### src/rtl/wb_spi_xip_ctrl.sv
// XIP sequencer in front of a minimal SPI master: turns Wishbone fetches into
// READ (cmd+addr, dummy) transfer pairs and shares the master with a direct port.
module wb_spi_xip_ctrl #(
   parameter logic [7:0] CMD_READ = 8'h03
) (
   input  logic        clk_i,
   input  logic        rst_in,
   input  logic        xip_cyc_i,
   input  logic        xip_stb_i,
   input  logic [23:0] xip_adr_i,
   output logic        xip_ack_o,
   output logic [31:0] xip_dat_o,
   input  logic        dir_cyc_i,
   input  logic        dir_stb_i,
   input  logic        dir_we_i,
   input  logic [31:0] dir_dat_i,
   output logic [31:0] dir_dat_o,
   output logic        dir_ack_o,
   input  logic [1:0]  dir_size_i,
   input  logic        dir_cs_i,
   output logic        spi_cyc_o,
   output logic        spi_stb_o,
   output logic        spi_we_o,
   output logic [31:0] spi_dat_o,
   input  logic [31:0] spi_dat_i,
   input  logic        spi_ack_i,
   input  logic        spi_rdy_i,
   output logic [1:0]  spi_size_o,
   output logic        spi_cs_o
);

   typedef enum logic [2:0] {S_IDLE, S_CMD, S_CMD_W, S_DAT, S_DAT_W, S_RESP} state_t;

   state_t      r_state;
   state_t      w_next;
   logic [21:0] r_adr;
   logic        r_cs;
   logic        w_xip_req;
   logic        w_dir_req;
   logic        w_accept;
   logic        w_unused;

   assign w_xip_req = xip_cyc_i & xip_stb_i;
   assign w_dir_req = dir_cyc_i & dir_stb_i;
   assign w_accept  = (r_state == S_IDLE) & w_xip_req & spi_rdy_i;
   assign w_unused  = &{1'b0, xip_adr_i[1:0]};

   assign spi_cs_o  = r_cs;
   assign dir_dat_o = spi_dat_i;
   // Flash shifts bytes out MSB-first; the fetch wants little-endian order.
   assign xip_dat_o = {spi_dat_i[7:0], spi_dat_i[15:8], spi_dat_i[23:16], spi_dat_i[31:24]};

   always_ff @(posedge clk_i) begin
      if (!rst_in) begin
         r_state <= S_IDLE;
         r_cs    <= 1'b1;
         r_adr   <= '0;
      end else begin
         r_state <= w_next;
         if (w_accept) r_adr <= xip_adr_i[23:2];
         // CS held low across both transfers so the flash sees one READ.
         case (r_state)
            S_IDLE:  r_cs <= w_accept ? 1'b0 : dir_cs_i;
            S_RESP:  r_cs <= 1'b1;
            default: r_cs <= 1'b0;
         endcase
      end
   end

   always_comb begin
      w_next     = r_state;
      spi_cyc_o  = 1'b0;
      spi_stb_o  = 1'b0;
      spi_we_o   = 1'b0;
      spi_dat_o  = '0;
      spi_size_o = dir_size_i;
      xip_ack_o  = 1'b0;
      dir_ack_o  = 1'b0;
      case (r_state)
         S_IDLE: begin
            if (w_accept) begin
               w_next = S_CMD;
            end else if (w_dir_req && !w_xip_req) begin
               if (!dir_we_i) begin
                  dir_ack_o = 1'b1;
               end else if (spi_rdy_i) begin
                  spi_cyc_o = 1'b1;
                  spi_stb_o = 1'b1;
                  spi_we_o  = dir_we_i;
                  spi_dat_o = dir_dat_i;
                  dir_ack_o = spi_ack_i;
               end
            end
         end
         S_CMD: begin
            spi_cyc_o  = 1'b1;
            spi_stb_o  = 1'b1;
            spi_we_o   = 1'b1;
            spi_dat_o  = {CMD_READ, r_adr, 2'b00};
            spi_size_o = 2'd3;
            w_next     = S_CMD_W;
         end
         S_CMD_W: if (spi_rdy_i) w_next = S_DAT;
         S_DAT: begin
            spi_cyc_o  = 1'b1;
            spi_stb_o  = 1'b1;
            spi_we_o   = 1'b1;
            spi_size_o = 2'd3;
            w_next     = S_DAT_W;
         end
         S_DAT_W: if (spi_rdy_i) w_next = S_RESP;
         S_RESP: begin
            xip_ack_o = 1'b1;
            w_next    = S_IDLE;
         end
         default: w_next = S_IDLE;
      endcase
   end

endmodule

### config.mk
export PLATFORM = sky130hd
export DESIGN_NAME = wb_spi_xip_ctrl
export DESIGN_NICKNAME = d
export VERILOG_FILES = /design/src/rtl/wb_spi_xip_ctrl.sv
export SDC_FILE = /design/constraint.sdc
export NUM_CORES = 1
export LEC_CHECK = 0
export CAP_MARGIN = 20
export CELL_PAD_IN_SITES_DETAIL_PLACEMENT = 0
export CELL_PAD_IN_SITES_GLOBAL_PLACEMENT = 1
export CORE_MARGIN = 4
export CORE_UTILIZATION = 19
export DETAILED_ROUTE_END_ITERATION = 10
export MAX_ROUTING_LAYER = met4
export PLACE_DENSITY_LB_ADDON = 0.05
export RECOVER_POWER = 100
export SETUP_SLACK_MARGIN = 0.02
export SKIP_LAST_GASP = 1
export SLEW_MARGIN = 5
export SYNTH_ARGS = -nofsm -noshare
export SYNTH_HDL_FRONTEND = slang
export SYNTH_SLANG_ARGS = --single-unit
### constraint.sdc
create_clock -name clk_i -period 2.3 [get_ports clk_i]
set_input_delay 0.23 -clock clk_i [delete_from_list [all_inputs] [get_ports clk_i]]
set_output_delay 0.23 -clock clk_i [all_outputs]
set_load 0.005 [all_outputs]
# --- Yosys cells after proc, flatten, opt, wreduce, memory -nomap -nowiden ---
# Index checks and enable logic that the tools add are counted.
totals:
  inputBits: 100
  mem_count: 0
  ram_bits: 0
  word_cells: 43
  latch_bits: 0
  rom_bits: 0
  output_inout_bits: 104
  register_bits: 26
classes:
  n_eq_ne: 8
  shift: 0
  bitwise: 4
  div: 0
  addsub: 0
  order_cmp: 0
  mul: 0
  n_reduce_logical: 5
  n_mux: 23
op_table:
  columns: ["operator", "n"]
  rows:
  - ["32-bit 2-to-1 mux", 4]
  - ["32-bit one-hot mux with 2 select lines", 1]
  - ["3-bit one-hot mux with 5 select lines", 1]
  - ["1-bit 2-to-1 mux", 11]
  - ["3-bit 2-to-1 mux", 3]
  - ["3-bit by 2-bit equality test with 1-bit output, second input constant", 2]
  - ["3-bit equality test, second input constant", 2]
  - ["2-bit inequality test, second input constant", 3]
  - ["1-bit AND", 4]
  - ["1-bit one-hot mux with 2 select lines", 2]
  - ["3-bit by 1-bit equality test with 1-bit output, second input constant", 1]
  - ["3-bit zero test", 1]
  - ["3-bit AND reduction", 1]
  - ["2-bit 2-to-1 mux", 1]
  - ["2-bit OR reduction", 1]
  - ["1-bit logical AND", 1]
  - ["1-bit zero test", 1]

# --- Longest topological paths before layout ---
# Gate-level depths: netlist of run 1.
depth:
  ltp_word: 6
  mapped_depth: 5
  depth_no_buf: 3

# --- Worst setup path after synthesis of run 1 ---
# OpenSTA, ideal clock, no wires.
synth_path:
  kind: "reg-to-output"
  from: "register r_state[2]"
  to: "output spi_stb_o"
  path_stages_with_launch: 6
  n_path_buf: 2
  slack_ps: 500
  required_time_ps: 2070
  t_arrival_ps: 1570
  cell_sequence: "dfxtp_1 buf_6 or3_4 nor4_4 nand2b_1 buf_4"
synth_between:
  elab_chain_len: 5
  elab_cells_between_ends: 8
  classes_between: "2 x eq/ne; 2 x mux; 2 x bitwise; 2 x reduce/logical"
synth_rtl:
  columns: ["item", "line", "text"]
  rows:
  - ["from (decl)", "34", "state_t r_state;"]
  - ["from (signal assigned)", "59", "r_state <= w_next;"]
  - ["3-bit zero test", null, null]
  - ["1-bit AND (2 in series)", "45", "assign w_accept = (r_state == S_IDLE) & w_xip_req & spi_rdy_i;"]
  - ["1-bit 2-to-1 mux", null, null]
  - ["1-bit one-hot mux with 2 select lines *", null, null]
  - ["to (decl)", "22", "output logic spi_stb_o,"]
# Every way passes the cells marked *; elsewhere a longest branch is shown, timed or not.

# --- Final worst setup path of run 1 ---
layout_path:
  from: "input dir_we_i"
  to: "output spi_dat_o[21]"
layout_between:
  elab_chain_len: 4
layout_rtl:
  columns: ["item", "line", "text"]
  rows:
  - ["from (decl)", "15", "input logic dir_we_i,"]
  - ["32-bit 2-to-1 mux", "84", "if (!dir_we_i) begin"]
  - ["32-bit 2-to-1 mux", "83", "end else if (w_dir_req && !w_xip_req) begin"]
  - ["32-bit 2-to-1 mux", "81", "if (w_accept) begin"]
  - ["32-bit one-hot mux with 2 select lines", "79", "case (r_state)"]
  - ["to (decl)", "24", "output logic [31:0] spi_dat_o,"]
# No other way between the ends.

==> results.py, run 1 <==
metrics = {
    "global_routing": {
        "grt_pass1_vias": 1603,
        "grt-ovfl-total": 0,
        "grt_usage_pct": 9.06,
        "antenna_found_initial": 0,
        "grt_max_degree": 34,
        "grt_first_pass_wirelength_um": 8140,
    },
    "pwr": {
        "leakage_uw": 0.00101,
        "p_clk_share_pct": 29.9,
        "power_frac_comb_pct": 25.0,
        "powerDensity_nw_per_um2": 383,
        "switching_share_pct": 24.8,
        "p_seq_share_pct": 45.2,
        "ir_worst_vdd_v": 0.000189,
        "p_int_uw": 795,
        "switchingPower_uw": 262,
    },
    "floorplanning": {
        "die_height_um": 109,
        "dieArea_sq_um": 11900,
        "initial_core_util_pct": 19.7,
        "row_count": 36,
        "coreArea_sq_um": 9860,
        "io_pins": 204,
        "die_x_um": 109,
    },
    "worst_setup_path": {
        "crit_path_end_kind": "output pin",
        "crit_type": "primary input to output pin",
        "r2r_cells": 5,
        "crit_cells": 7,
        "cp_cell_sequence": "clkdlybuf4s50_1 -> or4bb_4 -> nor4_4 -> buf_4 -> clkbuf_16 -> a22o_1 -> clkdlybuf4s50_1",
        "crit_fanout": 16,
        "cpMostUsedCell": "clkdlybuf4s50_1",
        "crit_buf_inv": 4,
        "crit_arrival_ns": 2.38,
        "cp_top_family": "buffers and inverters",
        "crit_path_max_incr_delay_ns": 0.54,
        "crit_path_start_kind": "primary input",
        "worst_ep_required_time_ns": 2.07,
        "slowest_stage": "or4bb_4",
    },
    "outcome": {
        "status": "complete, but fails checks",
        "failed_checks": "negative setup slack",
    },
    "worst_hold_path": {
        "hold_depth": 3,
        "hold_path_class": "primary input to flop",
    },
    "place": {
        "placed_cell_area_sq_um": 2680,
        "placed_cells": 399,
        "dp_hpwl_um": 4330,
        "port_buffers": 105,
        "pre_cts_ws_ns": -0.292,
        "gp_congestion": 0.662,
    },
    "flow_run": {
        "maxCapViolCount": 0,
    },
    "finish": {
        "syn_to_final_growth_pct": 41.9,
        "fin_nets": 373,
        "mostFrequentLayoutCell": "clkdlybuf4s50_1",
        "num_antenna_cells": 0,
        "seq_area_sq_um": 520,
        "multi_input_area_sq_um": 858,
        "drive_gt1_share_pct": 7.35,
        "final_cell_mix": "101 x clkdlybuf4s50_1, 47 x nand2_1, 26 x dfxtp_1",
        "utilization_pct": 28.0,
        "final_cell_area_sq_um": 2760,
        "fillers": 1057,
        "fin_cells": 405,
    },
    "yosys": {
        "ys_ff_latch": 26,
        "synth_area_sq_um": 1950,
        "ys_warn_count": 0,
        "synth-seq-area-share_pct": 26.7,
        "synth-async-reset-ratio_pct": 0,
        "synth_edf_count": 0,
        "postSynthCellCount": 230,
        "ys.flop_type": "dfxtp_1",
        "synthDistinctLibCells": 24,
        "synth.avg_cell_area_sq_um": 8.46,
        "synth.net_count": 330,
    },
    "clock_tree": {
        "tritoncts": "built",
        "cts_max_level": 1,
        "cts_buffer_depth": 2,
        "cts_made_buffers": 3,
        "clock_sinks": 26,
        "hold_buffers": 0,
        "clk_pin_slew_ns": 0.10,
        "cts-root-buf": "clkbuf_8",
        "clk_latency_ns": 0.28,
    },
    "timing": {
        "worst_pin_slew_ns": 0.875,
        "fin_skew_ns": 0.00406,
        "finalSetupViolations": 35,
        "setup_ws_ns": -0.313,
        "fin_crit_ns": 2.61,
        "rsz0062_at_grt": "yes",
        "drv_slew": 0,
        "slew_headroom_pct": 41.6,
        "period_share_pct": 114,
        "fmax_ghz": 0.383,
        "finalHoldViolCount": 0,
    },
    "drt": {
        "routedWlPerCell_um": 14.6,
        "ant_nets": 0,
        "wl_um": 5930,
        "viasPerCell": 3.89,
        "vias": 1575,
        "drtIter0Drc": 42,
        "drc": 0,
        "firstDrtPassIters": 6,
    },
}
[Yosys cell counts, types with 4 or more instances]
library cell / n / area, sq um
clkbuf_1: 7 / 26.3
buf_6: 4 / 45.0
dfxtp_1: 26 / 521
nand2b_1: 5 / 31.3
mux2i_1: 22 / 220
and2_1: 9 / 56.3
nand2_1: 47 / 176
a22o_1: 22 / 193
buf_4: 69 / 518
[through the flow]
step	total power [uW]	hold slack (ns)	setup TNS [ns]
after global routing	1110	0.370	-12.87
final	1060	0.344	-10.29
after detailed placement	755	0.451	-9.15
after floorplan	668	0.348	0
after CTS	1080	0.345	-9.41
after global placement	755	0.446	-8.35
[timing repair]
item,in CTS,in global routing
gates resized for setup,0,2
cloned,0,1
endpoints found under the setup margin,36,36
buffers inserted,0,1
[worst min-delay path, delay by kind of cell]
| kind | cells | cell delay (ns) |
|---|---|---|
| mux | 1 | 0.05 |
| buf+inv | 1 | 0.20 |
| simple gates | 1 | 0.10 |
[registers in the layout, summed over array words and instances (netlist names)]
| register | cells |
|---|---|
| r_adr | 22 |
| r_state | 3 |
| spi_cs_o | 1 |
[path summary, 6_finish.rpt]
| kind | slack (ns) | startpoint | endpoint |
|---|---|---|---|
| max | -0.31 | dir_we_i | spi_dat_o[21] |
| min | 0.34 | rst_in | r_adr[8] |
| max reg2reg | 0.32 | r_state[0] | r_adr[12] |
| min reg2reg | 0.46 | r_adr[11] | r_adr[11] |
[power groups by stage]
stage | Clock [uW] | Sequential [uW] | Combinational, uW
final | 316 | 477 | 264
after global routing | 346 | 480 | 288
after CTS | 337 | 478 | 268
after detailed placement | 0 | 488 | 267
after global placement | 0 | 488 | 267
after floorplan | 0 | 485 | 184
[logic make-up after synthesis]
kind of cell,share of synthesized area (%)
AND/OR/NAND/NOR,18.5
AO/OA/AOI/OAI,12.5
buffers and inverters,30.5
XOR/XNOR,0.450
multiplexers,11.3
flip-flops,26.7
[metal layers]
| layer | track usage (%) | up-vias | wire (um) |
|---|---|---|---|
| met4 | 3.12 | 0 | 95 |
| li1 | - | 787 | - |
| met1 | 10.7 | 688 | 2500 |
| met3 | 2.96 | 12 | 655 |
| met5 | - | - | 0 |
| met2 | 14.5 | 88 | 2680 |
[final cells by class]
class / instances / area share, %
inverters: 1 / 0.136
repair buffers: 118 / 41.9
clock buffers: 4 / 1.99
flip-flops and latches: 26 / 18.8
multi-input cells: 123 / 31.1
well taps: 133 / 6.02
Power figures use the tool's default switching activity.
==> run 2: changes to the inputs <==
--- a/config.mk
+++ b/config.mk
@@ -8,7 +8,6 @@
 export CAP_MARGIN = 20
 export CELL_PAD_IN_SITES_DETAIL_PLACEMENT = 0
 export CELL_PAD_IN_SITES_GLOBAL_PLACEMENT = 1
-export CORE_MARGIN = 4
 export CORE_UTILIZATION = 19
 export DETAILED_ROUTE_END_ITERATION = 10
 export MAX_ROUTING_LAYER = met4
==> run 2 against run 1 <==
Compared with the run above: the flow still finishes with violations (negative setup slack); sequential power is essentially flat; hold slack gained 0.060 ns; routed wire length shrank 4.1%; maximum frequency grew 5.4%; critical path depth is the same; clock skew grew 0.0040 ns; non-clock buffer count grew 14; die area shrank 11%; first-iteration DRC count shrank 19%.
==> results.py, run 2 (same netlist as run 1, synthesis figures left out) <==
metrics = {
    "pwr": {
        "ir_worst_vdd_v": 0.000179,
        "leakage_uw": 0.00145,
        "powerDensity_nw_per_um2": 351,
    },
    "timing": {
        "setup_ws_ns": -0.179,
        "rsz0062_at_grt": "yes",
        "fmax_ghz": 0.403,
        "finalSetupViolations": 19,
        "slew_headroom_pct": 58.7,
        "finalHoldViolCount": 0,
        "fin_skew_ns": 0.00806,
        "period_share_pct": 108,
        "fin_hold_ws_ns": 0.404,
        "fin_crit_ns": 2.48,
        "drv_slew": 0,
        "worst_pin_slew_ns": 0.619,
    },
    "drt": {
        "wl_um": 5690,
        "drtIter0Drc": 34,
        "routedWlPerCell_um": 13.6,
        "viasPerCell": 3.88,
        "drc": 0,
        "vias": 1622,
        "firstDrtPassIters": 4,
        "ant_nets": 0,
    },
    "place": {
        "pre_cts_ws_ns": -0.375,
        "gp_congestion": 0.638,
        "placed_cells": 402,
        "dp_hpwl_um": 4050,
        "port_buffers": 105,
    },
    "flow_run": {
        "maxCapViolCount": 0,
    },
    "worst_hold_path": {
        "hold_path_class": "primary input to flop",
    },
    "outcome": {
        "status": "complete, but fails checks",
        "failed_checks": "negative setup slack",
    },
    "finish": {
        "largest-register": "r_adr",
        "fin_nets": 387,
        "largest_reg_flops": 22,
        "num_antenna_cells": 0,
        "final_cell_mix": "73 x clkdlybuf4s50_1, 47 x nand2_1, 25 x dfxtp_1",
        "fin_cells": 418,
        "mostFrequentLayoutCell": "clkdlybuf4s50_1",
        "drive_gt1_share_pct": 13.3,
        "syn_to_final_growth_pct": 48.5,
    },
    "worst_setup_path": {
        "cp_cell_sequence": "clkdlybuf4s50_1 -> or4bb_4 -> nor4_4 -> buf_6 -> buf_12 -> a22o_1 -> clkdlybuf4s50_1",
        "slowest_stage": "clkdlybuf4s50_1",
        "crit_path_end_kind": "output pin",
        "crit_arrival_ns": 2.25,
        "crit_type": "primary input to output pin",
        "rrSetupSlack_ns": 0.33,
        "crit_path_max_incr_delay_ns": 0.50,
        "worst_ep_required_time_ns": 2.07,
        "crit_path_start_kind": "primary input",
        "crit_fanout": 10,
        "cpMostUsedCell": "clkdlybuf4s50_1",
    },
    "global_routing": {
        "grt_max_degree": 25,
        "grt_usage_pct": 10.4,
        "antenna_found_initial": 0,
        "grt-ovfl-total": 0,
        "grt_first_pass_wirelength_um": 8020,
        "grt_pass1_vias": 1608,
    },
    "clock_tree": {
        "cts_made_buffers": 3,
        "tritoncts": "built",
        "cts_buffer_depth": 2,
        "clk_pin_slew_ns": 0.10,
        "cts-root-buf": "clkbuf_8",
        "cts_max_level": 1,
        "clock_sinks": 26,
        "clk_latency_ns": 0.28,
    },
    "floorplanning": {
        "row_count": 36,
        "coreArea_sq_um": 9860,
        "die_height_um": 103,
        "initial_core_util_pct": 19.7,
        "io_pins": 204,
        "dieArea_sq_um": 10700,
        "die_x_um": 103,
    },
}
## run 2: per-stage QoR
| stage | instance area (sq um) | setup TNS [ns] | total power [uW] | utilization (%) |
|---|---|---|---|---|
| floorplan | 1950 | 0 | 668 | - |
| finish | 2890 | -2.32 | 1010 | 29.3 |
| global route | 2890 | -5.86 | 1080 | 29.3 |
| CTS | 2800 | -6.44 | 1040 | 28.4 |
| detailed placement | 2710 | -11.23 | 759 | 27.5 |
| global placement | 2710 | -11.25 | 759 | 27.5 |
## run 2: path summary, 6_finish.rpt
check,start,end,cells past startpoint
setup / recovery,spi_rdy_i,spi_dat_o[17],7
hold / removal,rst_in,r_adr[14],3
setup reg to reg,r_state[0],r_adr[1],5
hold reg to reg,r_adr[8],r_adr[8],2
## run 2: per-layer routing
layer	global-route usage [%]	part of all wire, %	vias up
met2	16.8	44	90
met5	-	0	-
met3	3.02	9.6	17
li1	-	-	811
met1	12.1	45	704
met4	4.23	1.4	0
## run 2: what timing repair did
item | 4_1_cts | 5_1_grt
pin swaps | 1 | 1
hold buffers | 0 | 0
setup endpoints to repair | 36 | 34
cloned | 1 | 1
resized for setup | 14 | 32
buffers inserted | 4 | 7
## run 2: layout make-up
class / count / area [sq um]
Fill cell: 1063 / 6970
Timing Repair Buffer: 132 / 1310
Multi-Input combinational cell: 123 / 843
Sequential cell: 26 / 522
Tap cell: 133 / 166
Clock buffer: 3 / 41.3
Inverter: 1 / 3.75
## run 2: where the power goes
| part | switching [uW] | leakage (uW) | internal [uW] |
|---|---|---|---|
| clock | 153 | 0.0000216 | 118 |
| sequential | 9.73 | 0.000212 | 467 |
| combinational | 90.4 | 0.00121 | 176 |
| total | 253 | 0.00145 | 761 |
## run 2: critical path: cells and delay by family
kind                   cells  cell delay (ns)
AO/OA/AOI/OAI              1             0.14
buffers and inverters      4             1.25
AND/OR/NAND/NOR            2             0.62
==> RTL change: new RTL, settings of run 1 <==
Encoding of `state_t`: now one-hot (6 bits for 6 states).
--- a/src/rtl/wb_spi_xip_ctrl.sv
+++ b/src/rtl/wb_spi_xip_ctrl.sv
@@ -31,3 +31,3 @@
 
-   typedef enum logic [2:0] {S_IDLE, S_CMD, S_CMD_W, S_DAT, S_DAT_W, S_RESP} state_t;
+   typedef enum logic [5:0] {S_IDLE = 6'b000001, S_CMD = 6'b000010, S_CMD_W = 6'b000100, S_DAT = 6'b001000, S_DAT_W = 6'b010000, S_RESP = 6'b100000} state_t;
 
Behaviour: same outputs for any inputs over 10 cycles, from zero or initial values and one cycle with rst_in low; not proved beyond that.
==> RTL change against run 1 <==
Final area grew 12%. Sequential cell count grew 3. Non-clock buffer count grew 9. Combinational power grew 83%. Count of clock-buffer cells in the layout grew 1. Wire length grew 12%. The run still ends with negative setup slack left. Largest cell class unchanged. Critical endpoint is now spi_cyc_o. Power grew 39%. Via count grew 11%. Setup slack gained 0.23 ns. Area after synthesis grew 5.0%.
==> RTL change: results (changes against run 1) <==
status finished with violations; violated checks negative setup slack; DR pass1 iterations 4 (-2); post-synthesis mux area share 10.8% (-0.54 points); Hold Crit Class input port to primary output; CP max-delay cell clkdlybuf4s50_1; Max VDD drop 0.000207 V (+9.4%); antenna violations before repair 0 (unchanged); Adder-Cell Fraction of Synth Area 0% (unchanged); top post-synthesis cells by count buf_4, dfxtp_1, nor2_1; clock transition at the registers of the reported paths 0.07 ns (-0.03 ns); Final HPWL DP 4720 um (+8.9%); CTS buffer count 5 (+2); Seq/Total Area, Yosys 28.4% (+1.7 points); RD Place Congestion 0.685 (+3.4%); leak pwr 0.00186 uW (+84%); largest net degree at the start of global routing 24 (-29%); area share of xor/xnor cells in the synthesized design 0.857% (+0.41 points); WL final 6650 um (+12%); final setup vio count 5 (-86%); GRT Total Usage 10.0% (+0.95 points); Synth Area in Compound Gates 13.7% (+1.2 points); reg2reg setup slack 0.39 ns (+0.07 ns); vias per inst 4.08 (+5.0%); distinct cell type count after synthesis 32 (+33%); WL per Instance 15.5 um (+5.8%); Biggest register r_adr; transition time of the tightest slew-check pin 0.860 ns (-0.0150 ns); final worst slack -0.0800 ns (+0.233 ns); crit path DAT 2.15 ns (-0.23 ns); nets 392 (+5.1%); number of global-route vias before repair 1,840 (+15%); H-tree depth 2 (+1); placed insts 417 (+4.5%); ranking of synthesized cells by area dfxtp_1, buf_4, mux2i_1; layout cells sized above 1 13.3% (+6.0 points); Initial DRC Count 26 (-38%); setup TNS -0.349 ns (+9.94 ns); Synth Instances 238 (+3.5%); Sw Share 29.3% (+4.5 points); Clock Skews 0.00731 ns (+0.00325 ns); worst-path fanout max 7 (-9); CP peak stage delay 0.51 ns (-0.03 ns); global-route wire length before repair 9660 um (+19%); final hold slack 0.460 ns (+0.116 ns)
RTL change: path summary, 6_finish.rpt:
kind,end,cells after the start,startpoint
worst min register to register,r_adr[15],2,r_adr[15]
worst min-delay path,dir_dat_o[20],0,spi_dat_i[20]
worst max-delay path,spi_cyc_o,7,r_state[5]
worst max register to register,r_adr[16],6,r_state[5]
RTL change: cell families (layout without fill, tap and decap cells):
logic type	after synthesis	after routing
AOI/OAI and AO/OA	34	34
and+or+nand+nor	70	70
muxes	22	22
buffers and inverters	81	136
DFF	29	29
xor gates and xnor gates	2	2
RTL change: what timing repair did:
| item | in CTS | in global routing |
|---|---|---|
| setup endpoints to repair | 35 | 36 |
| buffers inserted | 0 | 2 |
| resized for setup | 2 | 39 |
| gates cloned | 0 | 2 |
| pin swaps | 1 | 0 |
RTL change: final cells by class:
cell class	count	area, um2
Clock buffer	5	68.8
Clock inverter	3	17.5
Fill cell	1122	7330
Inverter	1	3.75
Multi-Input combinational cell	128	910
Sequential cell	29	583
Tap cell	136	170
Timing Repair Buffer	127	1330
RTL change: per-stage QoR:
step	util (%)	instance area [um2]	setup slack, ns
4_1_cts	28.4	2960	-0.143
2_1_floorplan	-	2040	0.395
3_3_place_gp	27.5	2870	-0.0131
6_report	29.6	3090	-0.0800
3_5_place_dp	27.5	2870	-0.00838
5_1_grt	29.6	3090	-0.234
RTL change: power groups by stage:
stage	registers [uW]	clock network [uW]	logic, uW
2_1_floorplan	559	0	319
3_3_place_gp	572	0	492
3_5_place_dp	572	0	487
4_1_cts	562	449	493
5_1_grt	567	465	529
6_report	564	418	484
RTL change: per-layer routing:
layer | global-route usage [%] | up-vias | part of all wire, %
li1 | - | 852 | -
met1 | 11.1 | 772 | 42
met2 | 16.0 | 91 | 46
met3 | 3.15 | 37 | 8.4
met4 | 5.35 | 0 | 4.1
met5 | - | - | 0
